<file path="config.mk">
export PLATFORM = sky130hd
export DESIGN_NAME = qed_dup_buffer
export DESIGN_NICKNAME = d
export VERILOG_FILES = /design/src/rtl/qed_pkg.sv /design/src/rtl/qed_dup_xform.sv /design/src/rtl/qed_dup_buffer.sv
export SDC_FILE = /design/constraint.sdc
export NUM_CORES = 1
export LEC_CHECK = 0
export ABC_AREA = 0
export BUFFER_PORTS_ARGS = -buffer_cell sky130_fd_sc_hd__buf_4
export CAP_MARGIN = 20
export CORE_MARGIN = 2
export CORE_UTILIZATION = 30
export CTS_CLUSTER_DIAMETER = 100
export DETAILED_ROUTE_END_ITERATION = 7
export GPL_TIMING_DRIVEN = 0
export HOLD_SLACK_MARGIN = 0.15
export MAX_ROUTING_LAYER = met4
export PLACE_DENSITY = 0.56
export SYNTH_ARGS = -nofsm -noshare
export SYNTH_HDL_FRONTEND = slang
export SYNTH_SLANG_ARGS = --single-unit
</file>
<file path="constraint.sdc">
create_clock -name clk -period 7.05 [get_ports clk]
set_input_delay 0.3525 -clock clk [delete_from_list [all_inputs] [get_ports clk]]
set_output_delay 0.3525 -clock clk [all_outputs]
set_load 0.02 [all_outputs]
</file>
<file path="src/rtl/qed_pkg.sv">
// Shared constants for the QED duplication path: RV32I opcodes, field positions
// and the state encoding used by qed_dup_buffer.
package qed_pkg;

    localparam logic [6:0]  OPC_OP_IMM = 7'b0010011;
    localparam logic [6:0]  OPC_OP     = 7'b0110011;
    localparam logic [6:0]  OPC_LOAD   = 7'b0000011;
    localparam logic [6:0]  OPC_STORE  = 7'b0100011;
    localparam logic [31:0] QED_NOP    = 32'h0000_0013;

    localparam int OPC_LSB  = 0;
    localparam int OPC_W    = 7;
    localparam int RD_LSB   = 7;
    localparam int RS1_LSB  = 15;
    localparam int RS2_LSB  = 20;
    localparam int REG_W    = 5;
    localparam int IMM_LSB  = 20;
    localparam int IMM_W    = 12;
    localparam int SIMM_LO  = 7;
    localparam int SIMM_HI  = 25;

    typedef enum logic {ORIG, DUP} qed_state_e;

    function automatic logic is_supported(input logic [6:0] opc);
        return (opc == OPC_OP_IMM) || (opc == OPC_OP) ||
               (opc == OPC_LOAD)   || (opc == OPC_STORE);
    endfunction

endpackage

</file>
<file path="src/rtl/qed_dup_xform.sv">
// Combinational EDDI-V transform: remaps registers into the upper bank and
// shifts load/store immediates into the shadow memory region.
module qed_dup_xform
    import qed_pkg::*;
#(
    parameter int NUM_REGS   = 32,
    parameter int MEM_OFFSET = 512
) (
    input  logic [31:0] instr,
    output logic [31:0] dup_instr
);

    localparam logic [REG_W-1:0] HALF = REG_W'(NUM_REGS / 2);
    localparam logic [IMM_W-1:0] OFF  = IMM_W'(MEM_OFFSET);

    // x0 stays x0; registers already in the upper bank pass through untouched
    function automatic logic [REG_W-1:0] remap(input logic [REG_W-1:0] r);
        if (r == '0 || r >= HALF)
            return r;
        return r + HALF;
    endfunction

    logic [IMM_W-1:0] st_imm;

    always_comb begin
        dup_instr = instr;
        st_imm    = {instr[31:SIMM_HI], instr[SIMM_LO +: REG_W]} + OFF;
        case (instr[OPC_LSB +: OPC_W])
            OPC_OP_IMM: begin
                dup_instr[RD_LSB  +: REG_W] = remap(instr[RD_LSB  +: REG_W]);
                dup_instr[RS1_LSB +: REG_W] = remap(instr[RS1_LSB +: REG_W]);
            end
            OPC_OP: begin
                dup_instr[RD_LSB  +: REG_W] = remap(instr[RD_LSB  +: REG_W]);
                dup_instr[RS1_LSB +: REG_W] = remap(instr[RS1_LSB +: REG_W]);
                dup_instr[RS2_LSB +: REG_W] = remap(instr[RS2_LSB +: REG_W]);
            end
            OPC_LOAD: begin
                dup_instr[RD_LSB  +: REG_W] = remap(instr[RD_LSB  +: REG_W]);
                dup_instr[RS1_LSB +: REG_W] = remap(instr[RS1_LSB +: REG_W]);
                dup_instr[IMM_LSB +: IMM_W] = instr[IMM_LSB +: IMM_W] + OFF;
            end
            OPC_STORE: begin
                dup_instr[RS1_LSB +: REG_W] = remap(instr[RS1_LSB +: REG_W]);
                dup_instr[RS2_LSB +: REG_W] = remap(instr[RS2_LSB +: REG_W]);
                dup_instr[31:SIMM_HI]       = st_imm[IMM_W-1:REG_W];
                dup_instr[SIMM_LO +: REG_W] = st_imm[REG_W-1:0];
            end
            default: ;
        endcase
    end

endmodule

</file>
<file path="src/rtl/qed_dup_buffer.sv">
// QED stage between IFU and decode: passes originals through while recording
// them, then stalls fetch and replays the recorded block as duplicates.
module qed_dup_buffer
    import qed_pkg::*;
#(
    parameter int DEPTH      = 8,
    parameter int NUM_REGS   = 32,
    parameter int MEM_OFFSET = 512
) (
    input  logic                       clk,
    input  logic                       rst,
    input  logic                       ena,
    input  logic                       exec_dup,
    input  logic                       stall_IF,
    input  logic                       ifu_qed_valid,
    input  logic [31:0]                ifu_qed_instruction,
    output logic [31:0]                qed_ifu_instruction,
    output logic                       vld_out,
    output logic                       qed_ifu_stall,
    output logic                       dup_active,
    output logic [$clog2(DEPTH+1)-1:0] fifo_count
);

    localparam int PTR_W = $clog2(DEPTH);
    localparam int CNT_W = $clog2(DEPTH + 1);

    logic [31:0]      mem [DEPTH];
    logic [PTR_W-1:0] wr_ptr, rd_ptr;
    logic [CNT_W-1:0] count, cnt_after;
    qed_state_e       state;
    logic             adv, accept, push;
    logic [31:0]      head_dup;

    function automatic logic [PTR_W-1:0] next_ptr(input logic [PTR_W-1:0] p);
        return (p == PTR_W'(DEPTH - 1)) ? '0 : p + 1'b1;
    endfunction

    assign adv           = ena & ~stall_IF;
    assign qed_ifu_stall = (state == DUP);
    assign dup_active    = (state == DUP);
    assign fifo_count    = count;
    assign accept        = ifu_qed_valid & ~qed_ifu_stall;
    assign push          = accept & is_supported(ifu_qed_instruction[OPC_LSB +: OPC_W]);
    assign cnt_after     = count + CNT_W'(push);

    qed_dup_xform #(
        .NUM_REGS   (NUM_REGS),
        .MEM_OFFSET (MEM_OFFSET)
    ) u_xform (
        .instr     (mem[rd_ptr]),
        .dup_instr (head_dup)
    );

    always_ff @(posedge clk) begin
        if (!rst && adv && state == ORIG && push)
            mem[wr_ptr] <= ifu_qed_instruction;
    end

    always_ff @(posedge clk) begin
        if (rst) begin
            state               <= ORIG;
            wr_ptr              <= '0;
            rd_ptr              <= '0;
            count               <= '0;
            qed_ifu_instruction <= '0;
            vld_out             <= 1'b0;
        end else if (adv) begin
            if (state == ORIG) begin
                vld_out <= accept;
                if (accept)
                    qed_ifu_instruction <= push ? ifu_qed_instruction : QED_NOP;
                if (push)
                    wr_ptr <= next_ptr(wr_ptr);
                count <= cnt_after;
                // a same-cycle push is counted before deciding to replay
                if ((exec_dup && cnt_after != '0) || cnt_after == CNT_W'(DEPTH))
                    state <= DUP;
            end else begin
                qed_ifu_instruction <= head_dup;
                vld_out             <= 1'b1;
                rd_ptr              <= next_ptr(rd_ptr);
                count               <= count - 1'b1;
                if (count == CNT_W'(1))
                    state <= ORIG;
            end
        end
    end

endmodule

</file>
== Yosys cells after proc, flatten, opt, wreduce, memory -nomap -nowiden ==
Memories as Yosys holds them, arrays and structs flattened. A register that Yosys moved wholly into a read port is not among the register bits.
Cells that the tools add are included.
Storage, ports and cells
  flip-flop bits (word level): 44
  RAM bits: 256
  output and inout bits: 39
  ROM bits: 0
  memories kept: 1
  latch bits: 0
  input bits: 38
Memory list
  mem: words 8, width 32, rd ports 1, clocked after memory_dff 1, write ports 1, line qed_dup_buffer.sv:27  | logic [31:0] mem [DEPTH];
Operators by class
  bitwise logic cells: 5
  multiplexer cells: 42
  order comparisons: 3
  $mul: 0
  shifts and indexed selects: 0
  div/mod/pow operators: 0
  reductions and logical operators: 20
  equal/unequal tests: 12
  add/subtract/negate cells: 9
Operator list (count)
  2-to-1 mux 32 bit: 3
  2-to-1 mux 5 bit: 12
  case mux 5 bit (4 select lines): 2
  equality test 7 x 6 -> 1 bit (second input constant): 4
  adder 12 x 10 -> 12 bit (second input constant): 2
  2-to-1 mux 1 bit: 18
  adder 5 bit (second input constant): 3
  greater-or-equal comparator 5 bit (second input constant): 3
  logical NOT 5 bit: 3
  case mux 5 bit (3 select lines): 1
  equality test 7 x 2 -> 1 bit (second input constant): 2
  equality test 7 x 5 -> 1 bit (second input constant): 2
  case mux 7 bit (2 select lines): 1
  2-to-1 mux 3 bit: 4
  logical OR 1 bit: 7
  adder 3 x 1 -> 3 bit (second input constant): 2
  equality test 3 bit (second input constant): 2
  adder 4 x 1 -> 4 bit: 1
  equality test 4 x 1 -> 1 bit (second input constant): 1
  equality test 4 bit (second input constant): 1
  logical AND 1 bit: 4
  2-to-1 mux 4 bit: 1
  AND reduction 2 bit: 2
  nonzero test 4 bit: 1
  6 further kinds: 9

== Logic depth before layout (Yosys ltp) ==
  word-level depth: 11
  mapped depth: 11

== Hierarchy ==
From an unflattened synthesis, not the netlist that was laid out.
Second synthesis, totals
  cells, all modules: 653
  area, all modules: 12245.5 sq um
Modules (own cells, without submodules)
  qed_dup_buffer: area an instance 11925.2 sq um, cells each 610, sequential area each 8628.3 sq um, instances 1
  qed_dup_xform: area an instance 320.3 sq um, cells each 43, sequential area each 0.0 sq um, instances 1

== Worst setup path after synthesis ==
Ideal clock, no wire load.
  path kind: register to register
  from: register state, in the netlist dup_active
  to: memory mem[0][0], enable pin
  arrival: 4.950 ns
  stages on the path, launching flop included: 6
  slack: 1.587 ns
  period minus slack after synthesis: 5.463 ns
  path through: dfxtp_1 > buf_2 > or3b_2 > nor4_2 > nand2_1 > nor4b_1
On the way
  word-level cells in the longest chain between the ends: 6
Ends and longest elaborated chain
  start, declared: line qed_dup_buffer.sv:30  | qed_state_e state;
  start signal, assigned: line qed_dup_buffer.sv:61  | state <= ORIG;
  start signal, assigned: line qed_dup_buffer.sv:77  | state <= DUP;
  start signal, assigned: line qed_dup_buffer.sv:84  | state <= ORIG;
  NOT 1 bit (no source line) (*)
  bitwise AND 1 bit: line qed_dup_buffer.sv:42  | assign accept = ifu_qed_valid & ~qed_ifu_stall;
  bitwise AND 1 bit: line qed_dup_buffer.sv:43  | assign push = accept & is_supported(ifu_qed_instruction[OPC_LSB +: OPC_W]);
  logical AND 1 bit (*): line qed_dup_buffer.sv:55  | if (!rst && adv && state == ORIG && push)
  2-to-1 mux 1 bit (*): line qed_dup_buffer.sv:55
  2-to-1 mux 1 bit (implied by the code) (*): line qed_dup_buffer.sv:56  | mem[wr_ptr] <= ifu_qed_instruction;
  end, declared: line qed_dup_buffer.sv:27
Mark *: on every way between the ends. The rest lies on a longest branch, timed or not.

== Final worst setup path ==
  from: input ifu_qed_instruction[6]
  to: memory mem[4][7], enable pin
On the way
  word-level cells in the longest chain between the ends: 8
Ends and longest elaborated chain
  start, declared: line qed_dup_buffer.sv:16  | input logic [31:0] ifu_qed_instruction,
  equality test 7 x 5 -> 1 bit or equality test 7 x 6 -> 1 bit (tied branches): line qed_pkg.sv:25  | return (opc == OPC_OP_IMM) || (opc == OPC_OP) ||
  logical OR 1 bit (2 in series): line qed_pkg.sv:25
  logical OR 1 bit (*): line qed_pkg.sv:26  | (opc == OPC_LOAD) || (opc == OPC_STORE);
  bitwise AND 1 bit (*): line qed_dup_buffer.sv:43
  logical AND 1 bit (*): line qed_dup_buffer.sv:55
  2-to-1 mux 1 bit (*): line qed_dup_buffer.sv:55
  2-to-1 mux 1 bit (implied by the code) (*): line qed_dup_buffer.sv:56
Marked as above.

==> metrics.md <==
| Metric | Value |
|---|---|
| Status | `completed` |
| Post-synth top area share | `0.643` |
| Chip width | `204 microns` |
| Crit share post-route | `0.596` |
| Worst IR Drop VDD | `0.126 mV` |
| FP Rows | `73` |
| Power Density | `254 nW/um^2` |
| Max stage delay on crit path | `0.67 ns` |
| CP arrival | `4.42 ns` |
| Netlist cell types | `51` |
| Final WL | `29.4 mm` |
| Via/cell ratio | `4.84` |
| Die Ht | `204 microns` |
| Placed Instance Area | `13,500 sq um` |
| Initial antenna violation count | `1` |
| Max cap viols | `0` |
| Slew Limit Fails | `0` |
| CTS tree | `done` |
| Cells after Synth | `655` |
| Main synth FF type | `edfxtp_1` |
| Setup violators final | `0` |
| Place WS | `2.83 ns` |
| I/O Buffers | `75` |
| Top cell type by total area after synthesis | `edfxtp_1` |
| Post-synth EDFFs | `256` |
| Max Clock Skew | `0.0138 ns` |
| Fmax | `238 MHz` |
| Avg Cell Area, Syn | `18.3 sq um` |
| Synthesis-to-finish area growth | `24.7%` |
| DRT Pass-1 Iters | `5` |
| RSZ-0062 raised after global routing | `false` |
| Final core utilization | `0.377` |
| Largest net degree at the start of global routing | `23` |
| 1st-iter DRT viols | `515` |
| Die area | `41,500 sq um` |
| Via count of the first global-routing pass | `6,990` |
| Residual DRC | `0` |
| Total vias in the final route | `6,653` |
| Final HPWL DP | `20.0 mm` |
| Max-slew headroom | `0.371` |
| CP Buf/Inv Count | `5` |
| Worst-Margin Slew | `0.944 ns` |
| Netlist Area Pre-Place | `12,000 sq um` |
| Total global-route track usage | `0.149` |
| Io pins | `77` |
| Critical path's most frequent cell | `buf_4` |
| Adder-Cell Fraction of Synth Area | `0.00941` |
| Critical Path, Cell by Cell | `dlygate4sd3_1, buf_4, or3b_2, nor4_2, clkbuf_1, nand3_1, nor4_2, buf_4, buf_4` |
| Clk_lat worst skew | `0.51 ns` |
| Final worst-path setup slack | `2.85 ns` |
| Post-synthesis compound-gate area fraction | `0.0408` |
| First-pass GRT wire length | `44.5 mm` |
| Main area contributors after synthesis | `edfxtp_1 64%, mux4_2 11%, dfxtp_1 7.9%` |
| H-tree levels | `2` |
| Sequential share of the synthesized area | `0.721` |
| Setup crit end kind | `flip-flop` |
| Worst Hold Class | `in -> reg` |
| Design Area, Final | `14,900 sq um` |
| Routed WL per cell | `21.4 microns` |
| Crit Path Max Fanout | `10` |
| Clock root buffer | `clkbuf_16` |
| Reg clk slew, reported paths | `0.06 ns` |
| Largest family of logic cells by synthesized area | `multiplexers` |
| Clock buffer depth | `3` |
| Remaining antenna violation count | `0` |
| Fill cell count | `3,668` |
| Cts bufs inserted | `34` |
| Final hold violation count | `0` |
| Cts repair resizes | `0` |
| Share of cells above drive strength 1 | `0.309` |
| Slowest CP cell | `nor4_2` |
| Warnings, synthesis | `0` |
| Post-synthesis async set-or-reset flop share | `0` |
| Total gr overflow | `0` |
| Multi-input gate area | `3150 sq um` |
| WS Path Type | `in -> reg` |
| Seq. cell area | `8630 sq um` |
| RePlAce Congestion | `0.770` |
| Initial Util | `0.302` |
| Number of synthesized register bits | `303` |
| Clock sink total | `303` |
| Startpoint Class | `input pin` |
| Number of post-CTS setup repair buffers | `0` |
| WP data required | `7.26 ns` |
| Worst path top cell family by delay | `simple AND/OR/NAND/NOR gates` |
| Final nets | `871` |
| Core ar. | `39,500 sq um` |
| Proportion of synthesized area in mux cells | `0.156` |
| Xor/xnor share of the synthesized area | `0.00146` |
| Leak | `4.86 nW` |
| Net Count, Synth | `702` |
| Crit path time final | `4.20 ns` |
| Post-synthesis simple-gate area fraction | `0.0516` |
[layer usage]
metal	vias to the layer above	global-route usage	wire, microns
li1	3015	-	-
met1	3462	0.197	13200
met2	141	0.238	14400
met3	35	0.0246	1310
met4	0	0.0386	548
met5	-	-	0
[path summary, 6_finish.rpt]
| check | end | startpoint | slack, ns | depth (start not counted) |
|---|---|---|---|---|
| max | mem[4][7] | ifu_qed_instruction[6] | 2.85 | 9 |
| min | dup_active | exec_dup | 0.24 | 4 |
| max reg2reg | mem[4][7] | dup_active | 2.92 | 8 |
| min reg2reg | vld_out | vld_out | 0.46 | 2 |
[cells in the final DEF (no fill, tap or decap), types with 3 or more instances in the layout]
cell,netlist,final
nor3_2,1,4
edfxtp_1,256,256
nand3_1,7,7
or4_1,3,3
o21ai_0,7,7
clkbuf_16,0,34
buf_2,10,10
a221oi_1,17,17
nor2b_1,8,8
nor2_4,0,3
a211oi_1,6,6
clkbuf_8,0,5
mux2_2,25,25
mux4_2,56,56
clkbuf_1,21,33
ha_1,9,9
nand4_1,4,4
a21oi_1,18,18
nor2_1,45,42
mux2i_1,10,10
buf_6,2,13
o211ai_1,3,3
clkinv_2,0,4
a22oi_1,5,5
nand2_1,18,18
buf_12,1,4
buf_4,5,91
or3_1,4,4
mux4_1,8,8
nor3_1,29,26
dfxtp_1,47,47
dlygate4sd3_1,0,32
inv_1,3,3
[final cells by class]
| type | instances | area share |
|---|---|---|
| diodes | 1 | 0.000168 |
| plain buffers | 41 | 0.0145 |
| clock buffers | 51 | 0.0646 |
| clock inverters | 10 | 0.00813 |
| inverters | 4 | 0.00101 |
| multi-input cells | 307 | 0.211 |
| flip-flops and latches | 303 | 0.578 |
| well taps | 525 | 0.0440 |
| repair buffers | 133 | 0.0781 |
[tightest hold or removal path: cells and delay by family]
| family | cells | cell delay (ns) |
|---|---|---|
| buf+inv | 1 | 0.08 |
| mux | 1 | 0.13 |
| compound gates | 1 | 0.07 |
| simple gates | 1 | 0.08 |
[where the power goes]
part           internal, mW  leakage, nW  switching [mW]
clock                  1.03        0.529           0.690
sequential             1.95         2.68         0.00692
combinational        0.0493         1.65          0.0707
[cells by family after synthesis]
kind of cell,count (synthesis)
compound gates,69
mux,100
flops,303
simple gates,127
fa+ha+maj,9
buf+inv,45
xor+xnor,2
[synthesized netlist by cell type (2+ instances only)]
cell type,n
a211o_1,2
a211oi_1,6
a21oi_1,18
a221oi_1,17
a22oi_1,5
buf_1,2
buf_2,10
buf_4,5
buf_6,2
clkbuf_1,21
dfxtp_1,47
edfxtp_1,256
ha_1,9
inv_1,3
mux2_2,25
mux2i_1,10
mux4_1,8
mux4_2,56
nand2_1,18
nand3_1,7
nand4_1,4
nor2_1,45
nor2b_1,8
nor3_1,29
o2111ai_1,2
o211ai_1,3
o21ai_0,7
o21ai_1,2
or3_1,4
or4_1,3
[timing repair]
item | 4_1_cts | 5_1_grt
hold buffers | 32 | 0
setup endpoints to repair | 0 | 0
endpoints found under the hold margin | 256 | 0
[state kept, by name, indices dropped and copies added (netlist names), named ones only]
name,count
fifo_count,4
dup_active,1
qed_ifu_instruction,32
vld_out,1
mem,256
rd_ptr,3
wr_ptr,3
[metrics by stage]
stage	cells	hold slack [ns]	power, mW	setup TNS (ns)
2_1_floorplan	655	0.451	2.03	0
3_3_place_gp	1255	0.463	2.10	-221.40
3_5_place_dp	1281	0.458	2.10	0
4_1_cts	1374	0.234	3.83	0
5_1_grt	1375	0.298	3.91	0
6_report	1375	0.245	3.79	0
Power figures use the tool's default switching activity.
